`src/rtl/fp_div_pkg.sv`:
```
// Shared types and constants for the fp_div binary32 divider.
package fp_div_pkg;
  localparam int BIAS   = 127;
  localparam int EXP_W  = 8;
  localparam int FRAC_W = 23;
  localparam logic [31:0] QNAN    = 32'h7FC00000;
  localparam logic [31:0] POS_INF = 32'h7F800000;

  typedef enum logic [1:0] {IDLE, DIV, NORM, DONE} state_t;
  typedef enum logic [1:0] {ZERO, NORMAL, INF, NAN} fclass_t;
endpackage

```
`src/rtl/fp_div_unpack.sv`:
```
// Combinational binary32 field splitter; subnormals are flushed to zero.
module fp_unpack
  import fp_div_pkg::*;
(
  input  logic [31:0]       x,
  output logic              sign,
  output logic [EXP_W-1:0]  expo,
  output logic [FRAC_W:0]   mant,
  output fclass_t           cls
);
  always_comb begin
    sign = x[31];
    expo = x[30:23];
    mant = (expo == '0) ? '0 : {1'b1, x[22:0]};
    if (expo == '0)
      cls = ZERO;
    else if (expo == '1)
      cls = (x[22:0] == '0) ? INF : NAN;
    else
      cls = NORMAL;
  end
endmodule

```
`src/rtl/fp_div.sv`:
```
// Multicycle restoring binary32 divider with valid/ready handshakes.
// FP_DIV_RNE_EN selects round-to-nearest-even; otherwise results truncate.
module fp_div
  import fp_div_pkg::*;
(
  input  logic        clk,
  input  logic        rst_n,
  input  logic        in_valid,
  output logic        in_ready,
  input  logic [31:0] a,
  input  logic [31:0] b,
  output logic        out_valid,
  input  logic        out_ready,
  output logic [31:0] y,
  output logic        dz
);
  state_t state, state_nx;

  logic sa, sb;
  logic [7:0] ea, eb;
  logic [23:0] ma, mb;
  fclass_t ca, cb;

  fp_unpack u_unpack_a (.x(a), .sign(sa), .expo(ea), .mant(ma), .cls(ca));
  fp_unpack u_unpack_b (.x(b), .sign(sb), .expo(eb), .mant(mb), .cls(cb));

  logic        sign_q;
  logic [7:0]  ea_q, eb_q;
  logic [23:0] mb_q;
  logic [25:0] quo, rem, diff, rem_nx;
  logic [4:0]  cnt;
  logic        accept, special, dz_spec, ge;
  logic [31:0] y_spec, y_norm;

  assign in_ready  = rst_n && (state == IDLE);
  assign out_valid = (state == DONE);
  assign accept    = in_valid && in_ready;

  always_comb begin
    state_nx = state;
    case (state)
      IDLE:    if (accept) state_nx = special ? DONE : DIV;
      DIV:     if (cnt == 5'd25) state_nx = NORM;
      NORM:    state_nx = DONE;
      DONE:    if (out_ready) state_nx = IDLE;
      default: state_nx = IDLE;
    endcase
  end

  // Special operand results are resolved at acceptance and skip the datapath.
  always_comb begin
    special = (ca != NORMAL) || (cb != NORMAL);
    dz_spec = 1'b0;
    y_spec  = {sa ^ sb, 31'h0};
    if (ca == NAN || cb == NAN || (ca == ZERO && cb == ZERO) || (ca == INF && cb == INF))
      y_spec = QNAN;
    else if (ca == INF)
      y_spec = POS_INF | {sa ^ sb, 31'h0};
    else if (cb == ZERO) begin
      y_spec  = POS_INF | {sa ^ sb, 31'h0};
      dz_spec = 1'b1;
    end
  end

  always_comb begin
    ge     = rem >= {2'b00, mb_q};
    diff   = rem - {2'b00, mb_q};
    rem_nx = (ge ? diff : rem) << 1;
  end

  logic signed [9:0] e0, e1, e2;
  logic [22:0] frac_raw, frac;
  logic        inc, carry;
`ifdef FP_DIV_RNE_EN
  logic guard, sticky;
`endif

  // quo[25] is the integer bit of ma/mb; the quotient lies in (0.5, 2).
  always_comb begin
    e0       = $signed({2'b00, ea_q}) - $signed({2'b00, eb_q}) + 10'sd127;
    frac_raw = quo[25] ? quo[24:2] : quo[23:1];
    e1       = quo[25] ? e0 : e0 - 10'sd1;
`ifdef FP_DIV_RNE_EN
    guard  = quo[25] ? quo[1] : quo[0];
    sticky = (quo[25] & quo[0]) | (|rem);
    inc    = guard & (sticky | frac_raw[0]);
`else
    inc    = 1'b0;
`endif
    carry = inc & (&frac_raw);
    frac  = frac_raw + {22'h0, inc};
    e2    = carry ? e1 + 10'sd1 : e1;
    if (e2 >= 10'sd255)
      y_norm = POS_INF | {sign_q, 31'h0};
    else if (e2 <= 10'sd0)
      y_norm = {sign_q, 31'h0};
    else
      y_norm = {sign_q, e2[7:0], frac};
  end

  always_ff @(posedge clk) begin
    if (!rst_n) begin
      state  <= IDLE;
      y      <= '0;
      dz     <= 1'b0;
      quo    <= '0;
      rem    <= '0;
      cnt    <= '0;
      sign_q <= 1'b0;
      ea_q   <= '0;
      eb_q   <= '0;
      mb_q   <= '0;
    end else begin
      state <= state_nx;
      case (state)
        IDLE: if (accept) begin
          sign_q <= sa ^ sb;
          ea_q   <= ea;
          eb_q   <= eb;
          mb_q   <= mb;
          rem    <= {2'b00, ma};
          quo    <= '0;
          cnt    <= '0;
          if (special) begin
            y  <= y_spec;
            dz <= dz_spec;
          end
        end
        DIV: begin
          quo <= {quo[24:0], ge};
          rem <= rem_nx;
          cnt <= cnt + 5'd1;
        end
        NORM: begin
          y  <= y_norm;
          dz <= 1'b0;
        end
        default: ;
      endcase
    end
  end
endmodule
```
`config.mk`:
```
export PLATFORM = sky130hd
export DESIGN_NAME = fp_div
export DESIGN_NICKNAME = d
export VERILOG_FILES = /design/src/rtl/fp_div_pkg.sv /design/src/rtl/fp_div_unpack.sv /design/src/rtl/fp_div.sv
export SDC_FILE = /design/constraint.sdc
export NUM_CORES = 1
export LEC_CHECK = 0
export ABC_AREA = 1
export BUFFER_PORTS_ARGS = -buffer_cell sky130_fd_sc_hd__buf_2
export CORE_MARGIN = 3
export CORE_UTILIZATION = 32
export DETAILED_ROUTE_END_ITERATION = 10
export PLACE_DENSITY = 0.5
export SLEW_MARGIN = 20
export SYNTH_ARGS = -nofsm -noshare
export SYNTH_HDL_FRONTEND = slang
export SYNTH_SLANG_ARGS = --single-unit
```
`constraint.sdc`:
```
create_clock -name clk -period 8.6 [get_ports clk]
set_input_delay 0.43 -clock clk [delete_from_list [all_inputs] [get_ports clk]]
set_output_delay 0.43 -clock clk [all_outputs]
set_load 0.02 [all_outputs]
```
==> run_results.csv <==
group,metric,value,unit
sta,layout_setup_ws,4680,ps
global_route,top_usage_layer,"met2",
setup_path,cpMostUsedCell,"sky130_fd_sc_hd__nand2_1",
finish,area_growth_from_synthesis_to_final_layout,16.7,%
synthesis,netlist-cell-type-count,47,
routing,detail_route.wirelength,24800,um
synthesis,synth_edf_count,0,
synthesis,synthesis.instances,1288,
clock_network,clkSinkCount,133,
place,routability_congestion,0.834,
routing,avgRoutedWirePerCell,14.6,um
clock_network,htree_num_levels,4,
sta,setup_tns,0,ps
die,die_height,168,um
setup_path,crit_chain,"buf_2 -> nor4_1 -> nand2_1 -> inv_2 -> nor4_1 -> nand2_1 -> nand2_1 -> nor2_2 -> inv_2 -> a21oi_1 -> nand3_1 -> a21oi_1",
setup_path,worstPathRequired,8940,ps
clock_network,clockBufferDepth,2,
routing,route.vias.total,8397,
global_route,grt_util_met3,2.63,%
clock_network,clk-insertion-delay-late,430,ps
die,rows,58,
finish,final.fill_count,2744,
sta,max_freq,255,MHz
setup_path,endpoint_kind,"flop",
sta,timing.final.crit_share,45.6,%
setup_path,worst_setup_path_type,"in -> reg",
global_route,use_met1,24.8,%
routing,first_pass_iteration_count_of_the_detailed_router,5,
global_route,grt_start_max_net_pins,87,
clock_network,holdBufCountCts,0,
routing,remaining_drc_errors,0,
clock_network,post_cts_setup_buffer_count,0,
clock_network,tritoncts_clock_tree,"done",
sta,timing.slew.headroom,31.5,%
clock_network,path_clk_slew,60,ps
setup_path,path_max_fanout,27,
sta,unrepaired_setup_endpoints_after_global_routing,"no",
die,die-width,168,um
power,leakagePower,0.00436,uW
global_route,antenna_found_initial,0,
die,io_pins,103,
synthesis,syn-cell-area,8420,um^2
synthesis,synth_nets,1399,
global_route,grt_remaining_overflow,0,
job,number_of_violations_of_the_max_capacitance_limit,0,
finish,multi_input_comb_area,4960,um^2
finish,layout.nets,1468,
setup_path,crit_family,"simple AND/OR/NAND/NOR gates",
setup_path,cp_slowest_stage_delay,830,ps
sta,drv_slew,0,
die,floorplan.die_area,28300,um^2
clock_network,post_cts_resized,0,
routing,detail_route.iter0.violations,562,
sta,timing_hold_violations_final,0,
setup_path,timing.critical_path.arrival,4260,ps
global_route,grt_pass1_wl,41200,um
synthesis,dominantRegCellSynth,"sky130_fd_sc_hd__dfxtp_1",
die,core_area,25500,um^2
global_route,grt_use_met2,28.1,%
finish,antenna-diode-count,0,
setup_path,critical-path-slowest-cell,"sky130_fd_sc_hd__nor2_2",
setup_path,worst_setup_path_start_kind,"input pin",
routing,drt-vias-per-instance,4.94,
power,p_per_area,357,nW/um^2
sta,worst_clock_skew,13.7,ps
synthesis,synthesis.area_per_instance,6.54,um^2
place,hpwl,17800,um
clock_network,ctsRootBufferMaster,"sky130_fd_sc_hd__clkbuf_16",
finish,drive_gt1_share,14.3,%
sta,min_period,3920,ps
sta,tightestPinTransition,1020,ps
synthesis,postSynthRegisterBits,133,
setup_path,crit_buf_inv,3,
finish,regArea,2660,um^2
die,floorplan.initialDensity,33.0,%
routing,route.antenna.remaining_nets,0,
synthesis,yosys_warnings,0,
sta,timing.final.setup_violations,0,
setup_path,worst-r2r-setup-slack,4790,ps
status,run_status,"finished clean",
global_route,number_of_global_route_vias_before_repair,7950,
synthesis,ys_seq_area_share,31.6,%
power,power.ir.vdd_worst,0.164,mV
place,detailedPlace.worstSlack,4090,ps
global_route,grtUsageTotal,17.7,%
synthesis,async_sr_flop_fraction,0,%
place,numPortBuffers,102,
worst_hold_path,worstHoldPathType,"in -> reg",
clock_network,cts_buffers,17,
==> Yosys cell counts (2+ instances only) <==
cell type | n | area share, %
sky130_fd_sc_hd__clkbuf_1 | 44 | 2.0
sky130_fd_sc_hd__buf_2 | 6 | 0.36
sky130_fd_sc_hd__dfxtp_1 | 133 | 32
sky130_fd_sc_hd__nand4_1 | 21 | 1.6
sky130_fd_sc_hd__or2_2 | 5 | 0.37
sky130_fd_sc_hd__a21oi_1 | 137 | 8.1
sky130_fd_sc_hd__nand2_2 | 17 | 1.3
sky130_fd_sc_hd__xor2_1 | 10 | 1.0
sky130_fd_sc_hd__nor3_1 | 11 | 0.65
sky130_fd_sc_hd__xnor2_1 | 12 | 1.2
sky130_fd_sc_hd__and2_1 | 8 | 0.59
sky130_fd_sc_hd__nor2_1 | 108 | 4.8
sky130_fd_sc_hd__nor2_2 | 6 | 0.45
sky130_fd_sc_hd__nand3_1 | 84 | 5.0
sky130_fd_sc_hd__buf_6 | 6 | 0.80
sky130_fd_sc_hd__a21o_1 | 6 | 0.53
sky130_fd_sc_hd__clkinv_1 | 3 | 0.13
sky130_fd_sc_hd__nor4_1 | 16 | 1.2
sky130_fd_sc_hd__nand2_4 | 3 | 0.40
sky130_fd_sc_hd__fa_1 | 2 | 0.48
sky130_fd_sc_hd__o21ai_0 | 87 | 5.2
sky130_fd_sc_hd__o211ai_1 | 10 | 0.89
sky130_fd_sc_hd__ha_1 | 41 | 6.1
sky130_fd_sc_hd__nand2_1 | 320 | 14
sky130_fd_sc_hd__inv_1 | 125 | 5.6
sky130_fd_sc_hd__nand3_2 | 6 | 0.71
sky130_fd_sc_hd__a31oi_1 | 25 | 1.9
sky130_fd_sc_hd__inv_2 | 10 | 0.45
sky130_fd_sc_hd__buf_1 | 4 | 0.18
sky130_fd_sc_hd__nor3b_1 | 2 | 0.18
sky130_fd_sc_hd__a21oi_4 | 2 | 0.39
sky130_fd_sc_hd__nand3b_1 | 3 | 0.27
==> tightest hold or removal path, stage by stage <==
cell and delay, ps:
sky130_fd_sc_hd__buf_2 100, sky130_fd_sc_hd__nand2_1 50, sky130_fd_sc_hd__nand2_1 50
==> layer usage <==
metal / vias up / part of all wire, % / wire length [um]
met5: - / 0 / 0
met4: 0 / 1.4 / 353
met3: 22 / 3.8 / 939
met2: 151 / 45 / 11200
met1: 3838 / 50 / 12300
li1: 4386 / - / -
==> per-stage QoR <==
stage	util, %	std cells	hold WS (ps)	power [uW]	cell area [um^2]
after detailed placement	35.8	1668	457	2660	9130
after global placement	35.8	1668	450	2660	9130
after global routing	38.5	1700	246	3840	9830
final	38.5	1700	241	3510	9830
after CTS	38.5	1700	222	3540	9830
after floorplan	-	1288	433	2290	8420
==> cell type report <==
cell class                 count  area share (%)
clock buffer                  21            4.89
multi-input combinational    956            50.4
tap                          330            4.20
sequential                   133            27.1
timing repair buffer         110            5.80
inverter                     139            5.36
clock inverter                11            2.24
==> power by group <==
part / leakage (uW) / total [uW] / internal (uW) / switching [uW]
clock network: 0.000343 / 869 / 577 / 292
logic: 0.00294 / 1900 / 616 / 1280
registers: 0.00108 / 743 / 692 / 51.4
==> path summary, 6_finish.rpt <==
path / start / endpoint / depth (start not counted)
max: b[23] / y[9]$_SDFFE_PN0P_ / 12
min: a[28] / ea_q[5]$_SDFFE_PN0P_ / 3
max reg2reg: ea_q[0]$_SDFFE_PN0P_ / y[11]$_SDFFE_PN0P_ / 19
min reg2reg: ea_q[0]$_SDFFE_PN0P_ / ea_q[0]$_SDFFE_PN0P_ / 2
==> flip-flops by register name (all words and copies together) (netlist names) <==
register  cells
y            32
quo          26
rem          26
mb_q         24
ea_q          8
eb_q          8
cnt           5
state         2
dz            1
sign_q        1
==> cell usage in the layout, fill, tap and decap left out, types with 4 or more instances in the layout <==
cell type,instances
sky130_fd_sc_hd__o211ai_1,10
sky130_fd_sc_hd__and2_1,8
sky130_fd_sc_hd__bufinv_16,6
sky130_fd_sc_hd__xor2_1,10
sky130_fd_sc_hd__a31oi_1,25
sky130_fd_sc_hd__nor2_1,108
sky130_fd_sc_hd__buf_4,8
sky130_fd_sc_hd__a21oi_1,137
sky130_fd_sc_hd__buf_2,102
sky130_fd_sc_hd__a21o_1,6
sky130_fd_sc_hd__nor3_1,11
sky130_fd_sc_hd__inv_1,125
sky130_fd_sc_hd__o21ai_0,87
sky130_fd_sc_hd__ha_1,41
sky130_fd_sc_hd__nand3_1,84
sky130_fd_sc_hd__or2_2,5
sky130_fd_sc_hd__nand3_2,6
sky130_fd_sc_hd__nand4_1,21
sky130_fd_sc_hd__clkbuf_16,17
sky130_fd_sc_hd__clkinv_4,4
sky130_fd_sc_hd__inv_2,10
sky130_fd_sc_hd__clkbuf_8,4
sky130_fd_sc_hd__nor2_2,6
sky130_fd_sc_hd__dfxtp_1,133
sky130_fd_sc_hd__nand2_2,18
sky130_fd_sc_hd__xnor2_1,12
sky130_fd_sc_hd__nor4_1,16
sky130_fd_sc_hd__nand2_1,319
==> cell families after synthesis <==
group           Yosys count  share of synthesized area, %
compound gates          278                          18.0
xor+xnor                 22                          2.29
fa+ha+maj                43                          6.56
buf+inv                 199                          9.55
flops                   133                          31.6
simple gates            613                          32.0
Note: power is estimated with default switching activity, not from simulation.
